[src/rtl/e203_exu_alu_oitf.sv]
// Outstanding-instruction FIFO for in-order ALU write-back; optional macro E203_ALU_OITF_DEP_CHK_EN.
// Latency: alloc/retire visible next cycle, no bypass; backpressure: dis_ready=0 when full, retire-while-empty ignored.
`ifndef E203_ITAG_WIDTH
`define E203_ITAG_WIDTH 1
`endif
`ifndef E203_RFIDX_WIDTH
`define E203_RFIDX_WIDTH 5
`endif
`ifndef E203_PC_SIZE
`define E203_PC_SIZE 32
`endif

module e203_exu_alu_oitf (
  input  logic                         clk,
  input  logic                         rst_n,
  input  logic                         dis_ena,
  output logic                         dis_ready,
  output logic [`E203_ITAG_WIDTH-1:0]  dis_ptr,
  input  logic [`E203_RFIDX_WIDTH-1:0] dis_rdidx,
  input  logic                         dis_rdwen,
  input  logic [`E203_PC_SIZE-1:0]     dis_pc,
  input  logic                         dis_rs1en,
  input  logic                         dis_rs2en,
  input  logic [`E203_RFIDX_WIDTH-1:0] dis_rs1idx,
  input  logic [`E203_RFIDX_WIDTH-1:0] dis_rs2idx,
  output logic                         oitf_raw_dep,
  output logic                         oitf_waw_dep,
  input  logic                         oitf_ret_ena,
  output logic [`E203_ITAG_WIDTH-1:0]  oitf_ret_ptr,
  output logic [`E203_RFIDX_WIDTH-1:0] oitf_ret_rdidx,
  output logic                         oitf_ret_rdwen,
  output logic [`E203_PC_SIZE-1:0]     oitf_ret_pc,
  output logic                         oitf_empty
);

  localparam int AW    = `E203_ITAG_WIDTH;
  localparam int RW    = `E203_RFIDX_WIDTH;
  localparam int PW    = `E203_PC_SIZE;
  localparam int DEPTH = 1 << AW;

  logic [AW-1:0] r_alc_ptr;
  logic          r_alc_wrap;
  logic [AW-1:0] r_ret_ptr;
  logic          r_ret_wrap;
  logic          r_vld   [DEPTH];
  logic [RW-1:0] r_rdidx [DEPTH];
  logic          r_rdwen [DEPTH];
  logic [PW-1:0] r_pc    [DEPTH];

  logic w_ptr_eq;
  logic w_full;
  logic w_alloc;
  logic w_ret;

  assign w_ptr_eq   = (r_alc_ptr == r_ret_ptr);
  assign oitf_empty = w_ptr_eq & (r_alc_wrap == r_ret_wrap);
  assign w_full     = w_ptr_eq & (r_alc_wrap != r_ret_wrap);
  assign dis_ready  = ~w_full;
  assign w_alloc    = dis_ena & dis_ready;
  assign w_ret      = oitf_ret_ena & ~oitf_empty;

  assign dis_ptr        = r_alc_ptr;
  assign oitf_ret_ptr   = r_ret_ptr;
  assign oitf_ret_rdidx = r_rdidx[r_ret_ptr];
  assign oitf_ret_rdwen = r_rdwen[r_ret_ptr];
  assign oitf_ret_pc    = r_pc[r_ret_ptr];

  always_ff @(posedge clk or negedge rst_n) begin
    if (!rst_n) begin
      r_alc_ptr  <= '0;
      r_alc_wrap <= 1'b0;
      r_ret_ptr  <= '0;
      r_ret_wrap <= 1'b0;
      for (int i = 0; i < DEPTH; i++) begin
        r_vld[i]   <= 1'b0;
        r_rdidx[i] <= '0;
        r_rdwen[i] <= 1'b0;
        r_pc[i]    <= '0;
      end
    end else begin
      // Alloc and retire never hit the same slot in one cycle: that needs full, which blocks alloc.
      if (w_alloc) begin
        r_vld[r_alc_ptr]   <= 1'b1;
        r_rdidx[r_alc_ptr] <= dis_rdidx;
        r_rdwen[r_alc_ptr] <= dis_rdwen;
        r_pc[r_alc_ptr]    <= dis_pc;
        r_alc_ptr          <= r_alc_ptr + 1'b1;
        if (r_alc_ptr == AW'(DEPTH - 1)) r_alc_wrap <= ~r_alc_wrap;
      end
      if (w_ret) begin
        r_vld[r_ret_ptr] <= 1'b0;
        r_ret_ptr        <= r_ret_ptr + 1'b1;
        if (r_ret_ptr == AW'(DEPTH - 1)) r_ret_wrap <= ~r_ret_wrap;
      end
    end
  end

`ifdef E203_ALU_OITF_DEP_CHK_EN
  always_comb begin
    oitf_raw_dep = 1'b0;
    oitf_waw_dep = 1'b0;
    for (int i = 0; i < DEPTH; i++) begin
      if (r_vld[i] & r_rdwen[i]) begin
        if ((dis_rs1en & (r_rdidx[i] == dis_rs1idx)) |
            (dis_rs2en & (r_rdidx[i] == dis_rs2idx)))
          oitf_raw_dep = 1'b1;
        if (dis_rdwen & (r_rdidx[i] == dis_rdidx))
          oitf_waw_dep = 1'b1;
      end
    end
  end
`else
  // Without comparators any in-flight instruction is treated as a hazard.
  logic w_unused_dep_in;
  assign w_unused_dep_in = ^{dis_rs1en, dis_rs2en, dis_rs1idx, dis_rs2idx};
  assign oitf_raw_dep    = ~oitf_empty;
  assign oitf_waw_dep    = ~oitf_empty;
`endif

endmodule

[config.mk]
export PLATFORM = sky130hd
export DESIGN_NAME = e203_exu_alu_oitf
export DESIGN_NICKNAME = d
export VERILOG_FILES = /design/src/rtl/e203_exu_alu_oitf.sv
export SDC_FILE = /design/constraint.sdc
export NUM_CORES = 1
export LEC_CHECK = 0
export BUFFER_PORTS_ARGS = -buffer_cell sky130_fd_sc_hd__buf_2
export CAP_MARGIN = 10
export CORE_MARGIN = 2
export CORE_UTILIZATION = 47
export DETAILED_ROUTE_END_ITERATION = 6
export PLACE_DENSITY_LB_ADDON = 0.25
export SKIP_CTS_REPAIR_TIMING = 1
export SLEW_MARGIN = 30
export SYNTH_ARGS = -nofsm -noshare
export SYNTH_HDL_FRONTEND = slang
export SYNTH_SLANG_ARGS = --single-unit
[constraint.sdc]
create_clock -name clk -period 1.5 [get_ports clk]
set_input_delay 0.375 -clock clk [delete_from_list [all_inputs] [get_ports clk]]
set_output_delay 0.375 -clock clk [all_outputs]
set_load 0.01 [all_outputs]
Word-level counts from Yosys, hierarchy flattened
Index checks and enable logic that the tools add are counted.
Word-level totals
  output and inout bits: 44
  word-level logic and storage cells: 49
  flip-flop bits (word level): 80
  input port bits: 54
Cells by class
  mux-type cells: 18
  order comparisons: 3
  reduce and logical (&&, ||, !) cells: 3
  bitwise logic cells: 10
  add/sub/neg operators: 2
  eq/ne operators: 3
Operators with widths (number)
  2-to-1 mux 32 bit: 4
  bitwise mux 64 bit: 1
  demux 32 bit (select 1 bit): 1
  2-to-1 mux 5 bit: 4
  bitwise mux 10 bit: 1
  demux 5 bit (select 1 bit): 1
  AND 1 bit: 4
  greater-or-equal comparator 2 bit, second input constant: 2
  2-to-1 mux 1 bit: 4
  inverter 1 bit: 4
  inverter 1 -> 2 bit: 2
  AND reduction 2 bit: 2
  adder 1 bit, second input constant: 2
  bitwise mux 2 bit: 1
  equality test 1 bit: 2
  < comparator 2 x 1 -> 1 bit, second input constant: 1
  demux 1 bit (select 1 bit): 1
  logical AND 1 bit: 1
  inequality test 1 bit: 1

Longest topological paths before layout
  depth after elaboration: 6
  depth in mapped cells: 6
  mapped depth without buffers: 3

Least setup slack after synthesis
No wires, ideal clock.
  path kind: reg-to-output
  from: register r_ret_ptr, in the netlist oitf_ret_ptr
  to: output port oitf_ret_pc[0]
  data arrival time: 1.346 ns
  path slack: -0.221 ns
  data required time: 1.125 ns
  path buffers: 2
  stages on the path, launching flop included: 4
  path through: dfrtp_1 > buf_2 > buf_1 > mux2_2
Between the ends
  cells in the longest elaborated chain, start to end: 4
Ends and longest elaborated chain
  from (decl): line 43  | logic [AW-1:0] r_ret_ptr;
  from (signal assigned): line 92  | r_ret_ptr <= r_ret_ptr + 1'b1;
  inverter 1 -> 2 bit
  2-to-1 mux 32 bit (implied by the code) (3 in series): line 66  | assign oitf_ret_pc = r_pc[r_ret_ptr];
  to (decl): line 32  | output logic [`E203_PC_SIZE-1:0] oitf_ret_pc,
Every way passes these cells. The select of a mux whose other input is x is not followed.

Worst setup path after layout
  from: register r_ret_ptr, in the netlist oitf_ret_ptr
  to: output port oitf_ret_pc[13]
The elaborated chain is that of the path after synthesis.

==> reports/qor.txt <==
initial antenna violation count: 0
Max Buffers Root-to-Sink: 2
Hold Slack: 0.259 ns
minimum clock period: 1.83 ns
Worst-Skew Late Latency: 0.35 ns
CP arrival: 1.45 ns
fin nets: 400
initial DRC count: 52
failing checks: negative setup slack
vias in the first global route: 2323
Syn Inst Count: 233
Worst EP required: 1.12 ns
YS warnings: 0
Hold Path Class: input port to flip-flop
antenna viol nets, final: 0
syn avg cell area: 15.6 µm²
measured slew at the worst slew-check pin: 0.362 ns
CP Capture Type: primary output
EDFF count, synth: 0
Int Pwr: 9.06 mW
clk root buf: clkbuf_8
cell area after placement: 4320 µm²
Switching Share: 31.9%
Power per Cell Area: 2570 nW/µm²
H-tree levels: 3
CTS tree: yes
r2r worst-path depth: 6
top_reg_cell synth: dfrtp_1
crit-path max FO: 14
Power, Total: 13.3 mW
I/O pin count: 98
Flop pwr share: 29.8%
Total GRT Usage: 16.7%
Final setup viols: 119
final worst slack: -0.328 ns
post-synth net total: 287
fmax: 547 MHz
Final Hold Viols: 0
WL final: 8070 µm
Vias: 2293
vias per inst: 5.07
Gate power share: 58.6%
clock share of power: 11.6%
ratio of cells with drive above 1 in the final layout: 73.1%
clock-pin slew on the worst setup and hold paths: 0.07 ns
IO Port Bufs: 85
Hold Crit Depth: 2
maxcap violations: 0
leak pwr: 2.56 nW
Residual DRC: 0
Starting Density: 47.7%
commonest non-fill, non-tap cell in the layout: mux2_4
status: finished with violations
critical path class: flip-flop to primary output
final instance area: 5180 µm²
Worst setup SP type: flip-flop
Pins Over Slew Limit: 0
# diodes: 0
Die ar.: 8440 µm²
DIE WIDTH: 91.9 µm
most frequent cells in the layout: mux2_4 (91), dfrtp_1 (77), buf_2 (68)
Worst Hold Launch: oitf_ret_ena
peak supply drop: 1.23 mV
flops & latches, synth: 80
total gr overflow: 0
DP Worst Slack: -0.0713 ns
core box area: 7610 µm²
Die Ht: 91.9 µm
period utilization: 122%
RSZ-0062 raised after global routing: true
first-pass GRT wire length: 11100 µm
net switching power figure: 4.25 mW
total CTS buffers: 9
WL per Instance: 17.8 µm
HPWL after DPL: 4480 µm
drt pass-1 iters: 4
Synth-to-Final Area Change: 42.8%
FF-to-FF Start: r_alc_wrap$_DFFE_PN0P_
sequential share of the synthesized area: 55.2%
relative slew slack: 75.9%
TritonCTS sink count: 80
pin count of the biggest net entering global routing: 31
Clock Skew: 0.0111 ns
GPL Wtd Cong: 0.712
Worst Setup SP: oitf_ret_ptr$_DFFE_PN0P_
number of cell rows: 32
Synth async-reset ratio: 100%
Mapped Area: 3630 µm²
Cell variety after synth: 24
## critical path, cell delays in order, from the launching register on
cell	delay, ns
dfrtp_2	0.45
buf_12	0.18
mux2_2	0.35
buf_2	0.14
## sequential cells by signal (all words and copies together), names as in the netlist
name	count
r_pc	64
r_rdidx	10
r_rdwen	2
dis_ptr	1
oitf_ret_ptr	1
r_alc_wrap	1
r_ret_wrap	1
## final cells by class
class	count	area, µm²
Fill cell	545	2430
Multi-Input combinational cell	137	1830
Timing Repair Buffer	117	1030
Clock buffer	10	128
Inverter	1	3.75
Sequential cell	80	2010
Tap cell	102	128
Clock inverter	5	58.8
## synth_stat cells (2+ instances only)
cell type / count / share of area [%]
buf_2: 2 / 0.28
mux2_4: 20 / 8.3
nand3_1: 2 / 0.28
buf_6: 6 / 1.9
a21oi_1: 2 / 0.28
mux2_2: 91 / 28
mux2_1: 4 / 1.2
nand2_1: 5 / 0.52
dfrtp_1: 80 / 55
buf_1: 4 / 0.41
o21ai_0: 2 / 0.28
buf_4: 2 / 0.41
xnor2_1: 2 / 0.48
## metrics by stage
stage | TNS (ns) | utilization, % | instances
after floorplan | -0.293 | - | 233
after global placement | -2.01 | 56.8 | 422
after detailed placement | -3.01 | 56.8 | 422
after CTS | -18.01 | 59.2 | 437
after global routing | -30.18 | 68.1 | 452
final | -23.14 | 68.1 | 452
## layer usage
layer	part of all wire, %	global-route usage, %	up-vias	wire, µm
met1	46	21.9	1176	3730
met4	1.4	7.09	0	113
met5	0	0	-	0
met2	48	26.8	57	3880
li1	-	-	1049	-
met3	4.2	4.03	11	340
## cell families (layout without fill, tap and decap cells)
| group | count (synthesis) | in the layout | share of synthesized area, % |
|---|---|---|---|
| AOI/OAI and AO/OA | 8 | 8 | 1.41 |
| xor gates and xnor gates | 3 | 3 | 0.932 |
| muxes | 116 | 116 | 38.0 |
| and+or+nand+nor | 10 | 10 | 1.24 |
| buffers and inverters | 16 | 133 | 3.17 |
| DFF | 80 | 80 | 55.2 |
## path summary, 6_finish.rpt
| check | end | slack (ns) |
|---|---|---|
| max in group asynchronous | r_alc_wrap$_DFFE_PN0P_ | 0.52 |
| setup reg to reg | r_pc[56]$_DFFE_PN0P_ | -0.18 |
| min in group asynchronous | r_pc[48]$_DFFE_PN0P_ | 0.48 |
| setup / recovery | oitf_ret_pc[13] | -0.33 |
| hold / removal | r_ret_wrap$_DFFE_PN0P_ | 0.26 |
| hold reg to reg | r_pc[4]$_DFFE_PN0P_ | 0.51 |
## power groups by stage
stage	logic (mW)	clock network (mW)	registers (mW)
6_report	7.80	1.54	3.97
5_1_grt	8.29	1.68	4.11
4_1_cts	5.63	1.58	3.87
3_5_place_dp	5.59	0	3.90
3_3_place_gp	5.52	0	3.83
2_1_floorplan	3.97	0	3.71
Note: power is estimated with default switching activity, not from simulation.
